--- config.mk ---
export PLATFORM = sky130hd
export DESIGN_NAME = medidor_pulsos
export DESIGN_NICKNAME = d
export VERILOG_FILES = /design/src/rtl/medidor_pulsos.sv
export SDC_FILE = /design/constraint.sdc
export NUM_CORES = 1
export LEC_CHECK = 0
export ABC_AREA = 1
export CAP_MARGIN = 20
export CORE_MARGIN = 2
export CORE_UTILIZATION = 60
export CTS_BUF_LIST = sky130_fd_sc_hd__clkbuf_8 sky130_fd_sc_hd__clkbuf_16
export DETAILED_ROUTE_END_ITERATION = 10
export DONT_BUFFER_PORTS = 1
export PLACE_DENSITY = 0.83
export SKIP_CTS_REPAIR_TIMING = 1
export SYNTH_ARGS = -nofsm -noshare
export SYNTH_HDL_FRONTEND = slang
export SYNTH_SLANG_ARGS = --single-unit
--- constraint.sdc ---
create_clock -name clk_in -period 1.7 [get_ports clk_in]
set_input_delay 0.085 -clock clk_in [delete_from_list [all_inputs] [get_ports clk_in]]
set_output_delay 0.085 -clock clk_in [all_outputs]
set_load 0.1 [all_outputs]
--- src/rtl/medidor_pulsos.sv ---
// Gated pulse counter: counts synchronized sensor rising edges over GATE_CYCLES-long windows.
// Optional glitch filter between synchronizer and edge detector when MEDIDOR_FILTRO_EN is defined.
module medidor_pulsos #(
  parameter int GATE_CYCLES = 27000000,
  parameter int CNT_W       = 16,
  parameter int FILTER_LEN  = 4
) (
  input  logic             clk_in,
  input  logic             rst,
  input  logic             en,
  input  logic             sensor_in,
  output logic [CNT_W-1:0] pulses_out,
  output logic             valid,
  output logic             overflow,
  output logic             busy
);

  localparam int               GW        = (GATE_CYCLES > 1) ? $clog2(GATE_CYCLES) : 1;
  localparam logic [GW-1:0]    GATE_LAST = GW'(GATE_CYCLES - 1);
  localparam logic [CNT_W-1:0] CNT_MAX   = '1;

  if ((GATE_CYCLES < 2) || (FILTER_LEN < 2) || (CNT_W < 1)) begin : g_bad_params
    $error("medidor_pulsos: GATE_CYCLES and FILTER_LEN must be >= 2, CNT_W >= 1");
  end

  typedef enum logic {
    IDLE = 1'b0,
    GATE = 1'b1
  } state_t;

  // Returns {saturation_hit, next_count}; the count sticks at CNT_MAX.
  function automatic logic [CNT_W:0] sat_inc(input logic [CNT_W-1:0] cnt, input logic inc);
    if (!inc) return {1'b0, cnt};
    if (cnt == CNT_MAX) return {1'b1, cnt};
    return {1'b0, cnt + CNT_W'(1)};
  endfunction

  logic [1:0] sync_q;
  logic       lvl;
  logic       lvl_prev_q;
  logic       pulse_edge;

  // Input path runs in every state so a level already high at enable is not an edge.
  always_ff @(posedge clk_in or negedge rst) begin
    if (!rst) begin
      sync_q     <= '0;
      lvl_prev_q <= 1'b0;
    end else begin
      sync_q     <= {sync_q[0], sensor_in};
      lvl_prev_q <= lvl;
    end
  end

`ifdef MEDIDOR_FILTRO_EN
  localparam int               FW    = (FILTER_LEN > 2) ? $clog2(FILTER_LEN) : 1;
  localparam logic [FW-1:0]    FLAST = FW'(FILTER_LEN - 1);

  logic          filt_q;
  logic [FW-1:0] fcnt_q;

  // Level flips only after FILTER_LEN consecutive samples disagreeing with it.
  always_ff @(posedge clk_in or negedge rst) begin
    if (!rst) begin
      filt_q <= 1'b0;
      fcnt_q <= '0;
    end else if (sync_q[1] == filt_q) begin
      fcnt_q <= '0;
    end else if (fcnt_q == FLAST) begin
      filt_q <= sync_q[1];
      fcnt_q <= '0;
    end else begin
      fcnt_q <= fcnt_q + FW'(1);
    end
  end

  assign lvl = filt_q;
`else
  assign lvl = sync_q[1];
`endif

  assign pulse_edge = lvl & ~lvl_prev_q;

  state_t           state_q;
  logic [GW-1:0]    gate_cnt_q;
  logic [CNT_W-1:0] pulse_cnt_q;
  logic             ovf_q;
  logic [CNT_W-1:0] pulses_q;
  logic             valid_q;
  logic             overflow_q;
  logic             busy_q;

  logic [CNT_W:0]   inc_d;
  logic             inc_hit;
  logic [CNT_W-1:0] inc_val;

  assign inc_d   = sat_inc(pulse_cnt_q, pulse_edge);
  assign inc_hit = inc_d[CNT_W];
  assign inc_val = inc_d[CNT_W-1:0];

  // The closing cycle latches the window including its own edge and restarts with no dead cycle.
  always_ff @(posedge clk_in or negedge rst) begin
    if (!rst) begin
      state_q     <= IDLE;
      gate_cnt_q  <= '0;
      pulse_cnt_q <= '0;
      ovf_q       <= 1'b0;
      pulses_q    <= '0;
      valid_q     <= 1'b0;
      overflow_q  <= 1'b0;
      busy_q      <= 1'b0;
    end else begin
      valid_q <= 1'b0;
      unique case (state_q)
        IDLE: begin
          gate_cnt_q  <= '0;
          pulse_cnt_q <= '0;
          ovf_q       <= 1'b0;
          if (en) begin
            state_q <= GATE;
            busy_q  <= 1'b1;
          end
        end
        GATE: begin
          if (!en) begin
            state_q     <= IDLE;
            busy_q      <= 1'b0;
            gate_cnt_q  <= '0;
            pulse_cnt_q <= '0;
            ovf_q       <= 1'b0;
          end else if (gate_cnt_q == GATE_LAST) begin
            pulses_q    <= inc_val;
            overflow_q  <= ovf_q | inc_hit;
            valid_q     <= 1'b1;
            gate_cnt_q  <= '0;
            pulse_cnt_q <= '0;
            ovf_q       <= 1'b0;
          end else begin
            gate_cnt_q  <= gate_cnt_q + GW'(1);
            pulse_cnt_q <= inc_val;
            if (inc_hit) ovf_q <= 1'b1;
          end
        end
        default: state_q <= IDLE;
      endcase
    end
  end

  assign pulses_out = pulses_q;
  assign valid      = valid_q;
  assign overflow   = overflow_q;
  assign busy       = busy_q;

endmodule

==> flow_summary.ini <==
[final_layout]
n_fill_cell = 414
layout-drive-gt1-share_pct = 17.32
multi_input_area_um2 = 1717
diodes = 0
final_util_pct = 74.59
finalNetCount = 511
ff_latch_area_um2 = 1627
area_growth_pct = 18.00

[grt]
grt_overflow = 0
grt_max_degree = 66
grt_pass1_wl_mm = 12.97
antenna_found_initial = 0
grt_pass1_vias = 3078
track_usage_pct = 25.91

[power_and_ir_drop]
p_leak_nw = 1.955
p_per_area_nw_per_um2 = 735.3
peakVddDrop_v = 0.0006455
total_power_w = 0.003057

[routing]
top_layer_used = met4
wl_met2_mm = 4.184
num_vias = 3129
firstDrtPassIters = 4
wl_met3_um = 372
wire_per_inst_um = 13.77
avgViaCountPerCell = 5.395
drtAntennaViolNets = 0
wl_met1_mm = 3.229
drt_iter0_drc = 209
drcViolationCount = 0
totalWireLength_mm = 7.987

[critical_path]
critPathBufInv = 1
rr_startpoint = pulse_cnt_q[1]
crit_type = flop to flop
start_kind = flop
r2r_cells = 8
reg2reg_slack_ps = 50
slowest_delay_ps = 410
cp.arrival_ps = 1940
cp_data_required_time_ps = 1990
crit_path_top_delay_cell = dfrtp_1
cp_max_fo = 5
cp_top_family = simple AND/OR/NAND/NOR gates
cp-end-kind = flop
path_cells = ha_2, nand3_1, nor2_4, nand2_1, inv_1, nand3_2, nand3_1, and2_1
crit_top_cell = nand3_1
r2r-end = pulse_cnt_q[14]

[synthesis]
synth_nets = 469
ys_types = 27
avgSynthCellArea_um2 = 7.626
synthMuxAreaShare_pct = 0
synth_edf_count = 0
yosysSeqAreaShare_pct = 46.16
synth_area_um2 = 3523
synth_fa_ha_area_share_pct = 1.065
synth_top_area_cell = dfrtp_1
synth-compound-area-share_pct = 3.054
synth_common_cells = nand2_1 (165), nor2_1 (71), dfrtp_1 (65)
synthArstFlopShare_pct = 100.0
synth_xor_area_share_pct = 3.232
synth_top_family_by_area = simple AND/OR/NAND/NOR gates
synth_top_area_share_pct = 46.16
ys_ff_latch = 65
synthCells = 462
synth-warning-count = 0
synth.most_common_cell = nand2_1
synth.area.top_cells = dfrtp_1 (46%), nand2_1 (18%), nor2_1 (7.6%)
synth-simple-area-share_pct = 40.06
yosys_most_used_dff = dfrtp_1

[cts]
clock_path_buffers = 2
h-tree-depth = 3
cts_buffers = 9
clk_pin_slew_worst_paths_ps = 80
cts_root_buffer = clkbuf_8
cts.sinks = 65
cts_tree = yes
clock_latency_ps = 350

[sta]
finalSetupViolCount = 0
final_hold_viol_count = 1
clock_skew_ps = 7.897
finalCriticalPeriod_ps = 1654
tightest_slew_ps = 319.0
timing.hold.ws_ps = -17.13
report.final.slew_viol_count = 0
relSlewSlack_pct = 78.73
period_share_pct = 97.29
clock.fmax_mhz = 604.6

[placed_design]
port-buffer-count = 0
dp.final_hpwl_mm = 5.124
gp_congestion = 0.9408

[floorplanning]
dieWidth_um = 80.63
dieArea_um2 = 6501
initial_utilization_pct = 63.21
num_rows = 27
die_h_um = 80.63
core_area_um2 = 5574
pin_count = 23

[worst_hold_path]
hp-class = primary input to flop
whs_endpoint = busy
holdCritStartpoint = en
hold_depth = 2

[run]
drv_cap = 0

[status]
violations = hold timing
outcome = finished, violations left
[layer usage]
metal	global-route usage (%)	vias to the layer above
met1	29.11	1497
met2	46.83	80
li1	-	1532
met5	0	-
met4	12.88	0
met3	4.607	20
[state kept, by name, indices dropped and copies added (netlist names)]
signal,count
valid,1
sync_q,2
pulses_out,16
overflow,1
ovf_q,1
lvl_prev_q,1
busy,1
gate_cnt_q,25
state_q,1
pulse_cnt_q,16
[layout by cell type (no fill, tap or decap), types with 2 or more instances in the layout]
| master | n |
|---|---|
| nor2_4 | 8 |
| ha_1 | 2 |
| buf_4 | 29 |
| xor2_1 | 8 |
| nor2_2 | 6 |
| nand3_4 | 2 |
| a21oi_1 | 11 |
| and2_1 | 3 |
| clkbuf_8 | 11 |
| xnor2_1 | 5 |
| buf_12 | 2 |
| o21ai_0 | 5 |
| dlygate4sd3_1 | 3 |
| nand2_2 | 5 |
| nand2_1 | 163 |
| inv_1 | 43 |
| nand3b_1 | 2 |
| o21ai_1 | 3 |
| nor2_1 | 68 |
| nor3_1 | 9 |
| dfrtp_1 | 65 |
| buf_6 | 2 |
| nand3_2 | 12 |
| clkinv_2 | 2 |
| nand3_1 | 23 |
| nand4_1 | 5 |
[worst max path at each step]
stage	to	cells past startpoint	start
after floorplan	pulses_out[10]	9	gate_cnt_q[0]
after global placement	pulses_out[0]	8	pulse_cnt_q[0]
after detailed placement	pulses_out[0]	9	pulse_cnt_q[0]
after CTS	pulse_cnt_q[0]	7	pulse_cnt_q[1]
after global routing	pulses_out[14]	9	pulse_cnt_q[1]
final	pulse_cnt_q[14]	8	pulse_cnt_q[1]
[per-stage QoR]
stage | setup TNS (ps) | instance area, µm² | cells | worst slack, ps
final | 0 | 4158 | 580 | 46.05
after global routing | -237.3 | 4158 | 580 | -44.92
after CTS | -509.8 | 3964 | 569 | -82.69
after detailed placement | -105.3 | 3769 | 554 | -35.00
after global placement | 0 | 3769 | 554 | 23.53
after floorplan | 0 | 3523 | 462 | 181.1
[report_power, final]
group	internal, W	switching (W)	leakage [nW]
clock	0.000739	0.000609	0.106
combinational	0.0000417	0.0000996	0.954
sequential	0.00156	0.00000869	0.894
[final cells by class]
class / count / share of cell area [%]
clock buffers: 11 / 3.641
repair buffers: 38 / 8.727
flip-flops and latches: 65 / 39.12
clock inverters: 4 / 1.053
multi-input cells: 347 / 41.29
well taps: 72 / 2.167
inverters: 43 / 4.002
[worst reg2reg max path, delay by kind of cell, from the launching register on]
| kind | cells | cell delay [ps] |
|---|---|---|
| and+or+nand+nor | 6 | 810 |
| adders and majority gates | 1 | 230 |
| buffers and inverters | 1 | 140 |
| DFF | 1 | 410 |
[cell families (layout without fill, tap and decap cells)]
family | after synthesis | in the layout
xor gates and xnor gates | 13 | 13
adders and majority gates | 3 | 3
buffers and inverters | 50 | 96
and+or+nand+nor | 310 | 310
DFF | 65 | 65
AOI/OAI and AO/OA | 21 | 21
No activity file was read; power rests on OpenSTA's default activity.
